--- config.mk ---
export PLATFORM = sky130hd
export DESIGN_NAME = pifo_pop_sched
export DESIGN_NICKNAME = d
export VERILOG_FILES = /design/src/rtl/pifo_pop_sched.sv
export SDC_FILE = /design/constraint.sdc
export NUM_CORES = 1
export LEC_CHECK = 0
export ABC_AREA = 1
export CAP_MARGIN = 30
export CORE_MARGIN = 3
export CORE_UTILIZATION = 30
export CTS_CLUSTER_DIAMETER = 100
export DETAILED_ROUTE_END_ITERATION = 12
export GPL_TIMING_DRIVEN = 1
export MAX_ROUTING_LAYER = met4
export PLACE_DENSITY = 0.58
export SYNTH_ARGS = -nofsm -noshare
export SYNTH_HDL_FRONTEND = slang
export SYNTH_SLANG_ARGS = --single-unit
--- constraint.sdc ---
create_clock -name clk -period 5.2 [get_ports clk]
set_input_delay 0.78 -clock clk [delete_from_list [all_inputs] [get_ports clk]]
set_output_delay 0.78 -clock clk [all_outputs]
set_load 0.05 [all_outputs]
--- src/rtl/pifo_pop_sched.sv ---
// pifo_pop_sched: egress pop scheduler for the PIFO.
// Each cycle it picks one eligible egress port round-robin and pops it from the
// PIFO. A port is eligible when it has credit, is not known to be empty, and the
// output FIFO has room for everything already stored or in flight.
// The PIFO answers one cycle after the pop. A hit is stored in a small output
// FIFO that drains over dvld/drdy. A miss refunds the credit and marks the port
// empty, unless a snooped push to that port shows it has been refilled.
// Ports:
//   clk, rst                    clock, synchronous active-high reset
//   pop_0, oprt_0               pop request and its port (from state only)
//   ovld_0, opri_0, odout_0     PIFO response, one cycle after pop_0
//   push_1/uprt_1, push_2/uprt_2  snooped PIFO pushes (re-arm ports)
//   cred_ret                    per-port credit return, +1 per set bit
//   dvld, drdy, dprt, dpri, ddat  output FIFO head, valid/ready
//   cred_err                    sticky flag: credit returned at saturation
module pifo_pop_sched #(
    parameter int NUMPORT    = 4,
    parameter int BITPORT    = 8,
    parameter int BITPRIO    = 16,
    parameter int BITDATA    = 32,
    parameter int FIFODEPTH  = 4,
    parameter int CREDIT_INI = 2
) (
    input  logic               clk,
    input  logic               rst,
    output logic               pop_0,
    output logic [BITPORT-1:0] oprt_0,
    input  logic               ovld_0,
    input  logic [BITPRIO-1:0] opri_0,
    input  logic [BITDATA-1:0] odout_0,
    input  logic               push_1,
    input  logic [BITPORT-1:0] uprt_1,
    input  logic               push_2,
    input  logic [BITPORT-1:0] uprt_2,
    input  logic [NUMPORT-1:0] cred_ret,
    output logic               dvld,
    input  logic               drdy,
    output logic [BITPORT-1:0] dprt,
    output logic [BITPRIO-1:0] dpri,
    output logic [BITDATA-1:0] ddat,
    output logic               cred_err
);
    localparam int CW  = $clog2(CREDIT_INI + 1);
    localparam int FAW = $clog2(FIFODEPTH);
    localparam int EW  = BITPORT + BITPRIO + BITDATA;
    localparam logic signed [CW+1:0] CRED_MAX = (CW+2)'(CREDIT_INI);
    localparam logic signed [CW+1:0] ONE      = (CW+2)'(1);

    logic [CW-1:0]         credit   [NUMPORT];
    logic [CW-1:0]         cred_nxt [NUMPORT];
    logic signed [CW+1:0]  cred_sum [NUMPORT];
    logic [NUMPORT-1:0]    empty;
    logic [NUMPORT-1:0]    snoop_hit;
    logic [NUMPORT-1:0]    elig;
    logic [NUMPORT-1:0]    issue_oh;
    logic [NUMPORT-1:0]    refund;
    logic [NUMPORT-1:0]    cred_ovf;
    logic [BITPORT-1:0]    rr_ptr;
    logic [BITPORT-1:0]    rr_nxt;
    logic                  found;

    logic                  pend_p1;
    logic                  pend_clr_p1;
    logic [BITPORT-1:0]    pend_prt_p1;

    logic [EW-1:0]         fifo_mem [FIFODEPTH];
    logic [FAW-1:0]        wr_ptr;
    logic [FAW-1:0]        rd_ptr;
    logic [FAW:0]          fifo_cnt;
    logic [FAW+1:0]        occ;
    logic                  space_ok;
    logic                  wr_en;
    logic                  rd_en;

    function automatic logic [CW-1:0] sat_credit(input logic signed [CW+1:0] v);
        if (v > CRED_MAX) return CW'(CREDIT_INI);
        return v[CW-1:0];
    endfunction

    always_comb begin
        occ       = {1'b0, fifo_cnt} + {{(FAW+1){1'b0}}, pend_p1};
        space_ok  = occ < (FAW+2)'(FIFODEPTH);
        snoop_hit = '0;
        elig      = '0;
        refund    = '0;
        for (int p = 0; p < NUMPORT; p++) begin
            snoop_hit[p] = (push_1 && uprt_1 == BITPORT'(p)) ||
                           (push_2 && uprt_2 == BITPORT'(p));
            elig[p]      = (credit[p] != '0) && !empty[p] && space_ok;
            refund[p]    = pend_p1 && !ovld_0 && (pend_prt_p1 == BITPORT'(p));
        end
    end

    // Issue stage (p0): round-robin pick, upper ports first, then wrap from 0.
    always_comb begin
        pop_0    = 1'b0;
        oprt_0   = '0;
        issue_oh = '0;
        rr_nxt   = rr_ptr;
        found    = 1'b0;
        for (int i = 0; i < NUMPORT; i++) begin
            if (!found && BITPORT'(i) >= rr_ptr && elig[i]) begin
                found       = 1'b1;
                issue_oh[i] = 1'b1;
                oprt_0      = BITPORT'(i);
                rr_nxt      = (i == NUMPORT - 1) ? '0 : BITPORT'(i + 1);
            end
        end
        for (int i = 0; i < NUMPORT; i++) begin
            if (!found && elig[i]) begin
                found       = 1'b1;
                issue_oh[i] = 1'b1;
                oprt_0      = BITPORT'(i);
                rr_nxt      = (i == NUMPORT - 1) ? '0 : BITPORT'(i + 1);
            end
        end
        pop_0 = found;
    end

    always_comb begin
        cred_ovf = '0;
        for (int p = 0; p < NUMPORT; p++) begin
            cred_sum[p] = $signed({2'b00, credit[p]});
            if (issue_oh[p]) cred_sum[p] = cred_sum[p] - ONE;
            if (refund[p])   cred_sum[p] = cred_sum[p] + ONE;
            if (cred_ret[p]) cred_sum[p] = cred_sum[p] + ONE;
            cred_ovf[p] = cred_sum[p] > CRED_MAX;
            cred_nxt[p] = sat_credit(cred_sum[p]);
        end
    end

    assign wr_en = pend_p1 && ovld_0;
    assign rd_en = dvld && drdy;

    always_ff @(posedge clk) begin
        if (rst) begin
            for (int p = 0; p < NUMPORT; p++) credit[p] <= CW'(CREDIT_INI);
            empty    <= '1;
            rr_ptr   <= '0;
            pend_p1  <= 1'b0;
            cred_err <= 1'b0;
            wr_ptr   <= '0;
            rd_ptr   <= '0;
            fifo_cnt <= '0;
        end else begin
            for (int p = 0; p < NUMPORT; p++) begin
                credit[p] <= cred_nxt[p];
                if (snoop_hit[p])
                    empty[p] <= 1'b0;
                else if (refund[p] && !pend_clr_p1)
                    empty[p] <= 1'b1;
            end
            rr_ptr  <= rr_nxt;
            pend_p1 <= pop_0;
            if (|cred_ovf) cred_err <= 1'b1;
            if (wr_en) wr_ptr <= wr_ptr + 1'b1;
            if (rd_en) rd_ptr <= rd_ptr + 1'b1;
            if (wr_en && !rd_en)
                fifo_cnt <= fifo_cnt + 1'b1;
            else if (!wr_en && rd_en)
                fifo_cnt <= fifo_cnt - 1'b1;
        end
    end

    // Response stage (p1): remember what was popped and whether its port was
    // refilled in the issue cycle, so a miss does not wrongly mark it empty.
    always_ff @(posedge clk) begin
        pend_prt_p1 <= oprt_0;
        pend_clr_p1 <= |(issue_oh & snoop_hit);
        if (wr_en) fifo_mem[wr_ptr] <= {pend_prt_p1, opri_0, odout_0};
    end

    // Output stage (p2): FIFO head.
    assign dvld = (fifo_cnt != '0);
    assign {dprt, dpri, ddat} = fifo_mem[rd_ptr];

endmodule

=== After elaboration in Yosys (flattened, before gate mapping) ===
Memories as Yosys holds them, arrays and structs flattened. A register that Yosys moved wholly into a read port is not among the register bits.
Cells that the tools add are included.

* Memories: 2
* Register bits: 24
* Logic and storage cells: 204
* Memory bits (writable): 232
* Input port bits: 74

{| class="wikitable"
|+ Memory list
! name !! depth !! bits a word !! rd ports !! clocked after Yosys merged registers in !! wr ports !! line !! RTL
|-
| fifo_mem || 4 || 56 || 1 || 1 || 1 || 66 || <nowiki>logic [EW-1:0] fifo_mem [FIFODEPTH];</nowiki>
|-
| credit || 4 || 2 || 4 || 0 || 4 || 49 || <nowiki>logic [CW-1:0] credit [NUMPORT];</nowiki>
|}

* $lt $le $gt $ge: 9
* Bitwise operators: 5
* Mux-type cells: 74
* Reductions and logical operators: 76
* Add/sub/neg operators: 17
* Equal/unequal tests: 9

{| class="wikitable"
|+ Operators with widths
! operator !! number
|-
| 8-bit by 2-bit == test with 1-bit output, second input constant || 6
|-
| 4-bit two-way mux || 12
|-
| 8-bit two-way mux || 6
|-
| 2-bit two-way mux || 21
|-
| 1-bit logical AND || 40
|-
| 1-bit two-way mux || 33
|-
| 4-bit by 2-bit adder with 4-bit output, second input constant || 8
|-
| 8-bit by 1-bit == test with 1-bit output, second input constant || 3
|-
| 8-bit logical NOT || 3
|-
| 2-bit nonzero test || 9
|-
| 4-bit by 3-bit greater-than comparator with 1-bit output, second input constant || 4
|-
| 1-bit logical NOT || 15
|-
| 2-bit by 1-bit subtractor with 3-bit output, second input constant || 4
|-
| 4-bit OR reduction || 2
|-
| 7-bit nonzero test || 1
|-
| 3-bit two-way mux || 2
|-
| 2-bit by 1-bit adder with 2-bit output, second input constant || 2
|-
| 3-bit by 1-bit adder with 4-bit output || 1
|-
| 4-bit AND || 1
|-
| 1-bit by 2-bit greater-or-equal comparator with 1-bit output, first input constant || 2
|-
| 2-bit greater-or-equal comparator, first input constant || 2
|-
| 1-bit logical OR || 4
|-
| 4-bit by 3-bit less-than comparator with 1-bit output, second input constant || 1
|-
| 1-bit bitwise OR || 4
|-
| 4 further kinds || 4
|}

=== Logic depth before layout (Yosys ltp) ===
An unclocked memory read counts as a cell.

* Depth after elaboration: 39
* Gate-level depth with buffers: 24
* Gate-level depth less buffers: 24

=== Worst setup path before layout ===
No wires, ideal clock.

* Path type: input port to flip-flop
* Start point: input port ovld_0
* End point: memory fifo_mem[0][0] (netlist name) (enable)
* Required time: 4.742 ns
* Setup time: 0.458 ns
* Setup slack: 1.694 ns
* Data arrival time: 3.048 ns
* Stages on the path: 2
* Path buffers: 0
* Cell sequence: nand2_1 > nor2_1

* Cells in the longest elaborated chain, start to end: 3

{| class="wikitable"
|+ Ends and longest elaborated chain
! element !! line !! RTL
|-
| from (decl) || 28 || <nowiki>input logic ovld_0,</nowiki>
|-
| 1-bit logical AND || 132 || <nowiki>assign wr_en = pend_p1 && ovld_0;</nowiki>
|-
| 1-bit two-way mux || 170 || <nowiki>if (wr_en) fifo_mem[wr_ptr] <= {pend_prt_p1, opri_0, odout_0};</nowiki>
|-
| 1-bit two-way mux (not written as such) || 170 ||
|-
| to (decl) || 66 ||
|}

No other way between the ends.

==> reports/summary.md <==
The run finished with clean final reports. The logs give 66.10% for the proportion of synthesized chip area in sequential cells and 0 for the post-CTS setup repair buffer count. Leaving out fill and tap cells, the most frequent cell in the layout is sky130_fd_sc_hd__edfxtp_1. The tools report the total wire length after detailed routing as 22,440 um. Library cell used as clock root buffer: sky130_fd_sc_hd__clkbuf_16.

The reg-to-reg setup timing slack is 1850 ps, and the number of buffer cells added on primary ports is 128. The post-synth design cell area is 9933 sq um. The data arrival time of the critical path is 3060 ps, and the number of setup violations in the final report is 0. For this design the static power due to leakage is 0.004586 uW. The tools report the number of antenna violations at the first check in global routing as 1.

The critical path ends at ddat[12]. The library cells used most frequently in the layout, excluding fill and tap cells, are sky130_fd_sc_hd__edfxtp_1, sky130_fd_sc_hd__nor2_1, sky130_fd_sc_hd__clkdlybuf4s50_1, sky130_fd_sc_hd__o21ai_0, sky130_fd_sc_hd__nand2_1. Number of synthesized register bits: 228.

The final route contains 6,790 vias. In the finished design, the share of the clock period the worst path needs comes to 73.80%. The die covers 35,330 sq um. The endpoint identified for the worst register-to-register timing path is cred_err.

The net count of the finished layout is 1,111. Subtracting the final worst setup slack from the clock period gives 3838 ps. After synthesis, the share of flip-flops with an asynchronous set or reset is 0%. The antenna violation net count after detailed routing was 0; the average instance area after synthesis was 11.24 sq um. The number of gates resized after cts is 0. By startpoint and endpoint, the worst setup path is classified as reg2out.

The number of placed instances, taps included, is 1,430. TritonCTS built the clock tree. The deepest level of the CTS H-tree is 1, and the number of max-capacitance violations reported is 0. The iteration count of the initial detailed-routing pass is 5, and the total count of max-transition violations in the final report is 0.

The total count of hold-check failures in the final report was 0. Summed over all failing endpoints, the final setup total negative slack is 0 ps. Endpoint type of the worst setup path: a primary output.

Entering global routing, the biggest net connects 101 pins. Counting flops with a built-in enable in the synthesized netlist gives 200. The iteration-0 DRC count of the detailed router is 276. Layout overhead on the synthesized area: 26.26%. STA classifies the critical path startpoint as a flop. The clock reaches the later pin of the worst-skew pair after 500 ps. Number of core rows: 66. The slew of the pin with the lowest slew margin came out at 1012 ps.

The required arrival time at the worst endpoint came out at 4420 ps. The core region is 32,620 sq um. Setup repair after global routing left no endpoint under its margin.

The yosys synthesis warning count was 0. The depth of the worst hold-timing path is 2. The final cell count without fillers is 1,476, and the power per standard cell area is 422.1 nW/um^2. The global-route wire length before repair was 35,710 um. Measured against its own limit, the worst slew margin works out to 32.52%. The highest clock rate is 260.6 MHz.

After detailed routing, the average wire length per cell comes to 15.20 um. Sorting the synthesized cells by area gives the leading types as sky130_fd_sc_hd__edfxtp_1, sky130_fd_sc_hd__o21ai_0, sky130_fd_sc_hd__dfxtp_1. After clock tree synthesis, the clock-pin slew on the worst setup and hold paths is 60 ps. The launch point of the worst reg-to-reg path was credit[0][0].

VDD sags by at most 0.0001975 V. In the global route stage, overall resource usage came out at 12.83%. For the detailed placement HPWL, the log shows 13,780 um. In the synthesized netlist, the number of instances is 884.

The depth of the most critical reg-to-reg path was 21; the final weighted congestion of routability-driven global placement was 0.8087. Timing analysis after detailed placement gives a worst setup slack of 1635 ps. After filler insertion, the fill cell instance count of the layout stands at 3,110. The run gives 0 as the total DRC errors in the routed layout. The clock drives 228 sinks.

The width of the chip was 188.0 um; the worst-case clock skew was 5.320 ps. Measured along the y axis, the die boundary spans 188.0 um. The number of hold buffers added after cts came out at 0. Setup slack on the critical path of the routed design comes to 1362 ps. The worst-case clock buffer depth was 3. The via count of the first global-routing pass was 6,626.

The number of distinct library cells after synthesis is 47, and the fraction of the core area covered by cells at the end of the flow is 38.45%. Counting the buffers created by CTS gives 25. The largest total area in the synthesized netlist belongs to sky130_fd_sc_hd__edfxtp_1. The most used flip-flop cell after synthesis is sky130_fd_sc_hd__edfxtp_1.

The class of the worst hold path was reg2reg. Cells with a size suffix above 1 make up 8.616% of the layout. In this run the count of I/O pins placed on the die edge is 141. The number of vias per cell after detailed routing was 4.600.

The starting density of the core was 30.45%. The total overflow left after global routing is 0. The synthesized design devotes to its leading area cell type 60.46% of total area.

In this run the worst path has a maximum fanout of 100.
-- how the worst min path moves through the flow --
stage	slack (ps)	end	start
after floorplan	440	flop	rd_ptr[1]
after global placement	460	rd_ptr[0]	rd_ptr[0]
after detailed placement	460	flop	rd_ptr[1]
after CTS	470	flop	rd_ptr[1]
after global routing	500	flop	rd_ptr[1]
final	470	flop	rd_ptr[1]
-- per-layer routing --
metal / vias up / wire, um / global-route usage (%)
met5: - / 0 / -
met2: 175 / 10710 / 21.51
met4: 0 / 318 / 2.453
li1: 3370 / - / -
met3: 27 / 1256 / 2.299
met1: 3218 / 10160 / 16.49
-- final cells by class --
class                   count  area, sq um  area share [%]
flip-flops and latches    228         6571           52.39
multi-input cells         545         2934           23.39
repair buffers            138         1381           11.01
clock buffers              30        644.4           5.138
well taps                 442        553.0           4.409
inverters                  77        289.0           2.304
clock inverters            15        166.4           1.327
diodes                      1        2.502         0.01995
-- logic make-up after synthesis --
| logic type | Yosys count | share of synthesized area [%] |
|---|---|---|
| adders and majority gates | 22 | 2.847 |
| buffers and inverters | 122 | 5.076 |
| other | 1 | 0.03775 |
| and+or+nand+nor | 323 | 15.29 |
| xor gates and xnor gates | 5 | 0.5165 |
| DFF | 228 | 66.10 |
| AOI/OAI and AO/OA | 183 | 10.13 |
-- metrics by stage --
stage               hold WS (ps)  power [uW]  cell area (sq um)
finish                     472.7        5294              12540
global route               497.1        5541              12540
CTS                        472.9        5364              12540
detailed placement         461.8        3614              11730
global placement           455.1        3607              11710
floorplan                  436.1        3090               9975
-- registers in the layout, summed over array words and instances, names as in the netlist, named ones only --
name	flops
rd_ptr	2
fifo_mem	200
pend_prt_p1	2
cred_err	1
wr_ptr	2
pend_p1	1
credit	8
fifo_cnt	3
empty	4
rr_ptr	2
pend_clr_p1	1
-- critical path, cell delays in order (launching register included) --
cell and delay, ps:
sky130_fd_sc_hd__dfxtp_4 340, sky130_fd_sc_hd__buf_4 730, sky130_fd_sc_hd__o21ai_0 220, sky130_fd_sc_hd__o22ai_1 310, sky130_fd_sc_hd__clkdlybuf4s50_1 860
-- power by group --
group          internal, uW  total (uW)  leakage, uW  switching, uW
Combinational           460        1520      0.00217           1060
Clock                  1040        1730     0.000392            694
Sequential             2020        2040      0.00203           23.6
-- cells in the mapped netlist (3+ instances only) --
cell	instances
sky130_fd_sc_hd__nand3_2	5
sky130_fd_sc_hd__or2_1	3
sky130_fd_sc_hd__a21oi_1	8
sky130_fd_sc_hd__and3_1	3
sky130_fd_sc_hd__inv_1	71
sky130_fd_sc_hd__o21ai_0	113
sky130_fd_sc_hd__o22ai_1	50
sky130_fd_sc_hd__nand3_1	43
sky130_fd_sc_hd__buf_4	12
sky130_fd_sc_hd__nand2_4	4
sky130_fd_sc_hd__xnor2_1	3
sky130_fd_sc_hd__nor3_1	3
sky130_fd_sc_hd__nor2_1	135
sky130_fd_sc_hd__nand4_2	3
sky130_fd_sc_hd__edfxtp_1	200
sky130_fd_sc_hd__nand4_1	5
sky130_fd_sc_hd__ha_1	21
sky130_fd_sc_hd__dfxtp_1	28
sky130_fd_sc_hd__inv_2	6
sky130_fd_sc_hd__clkbuf_1	32
sky130_fd_sc_hd__nand2_2	10
sky130_fd_sc_hd__nand2_1	95
Power figures use the tool's default switching activity.
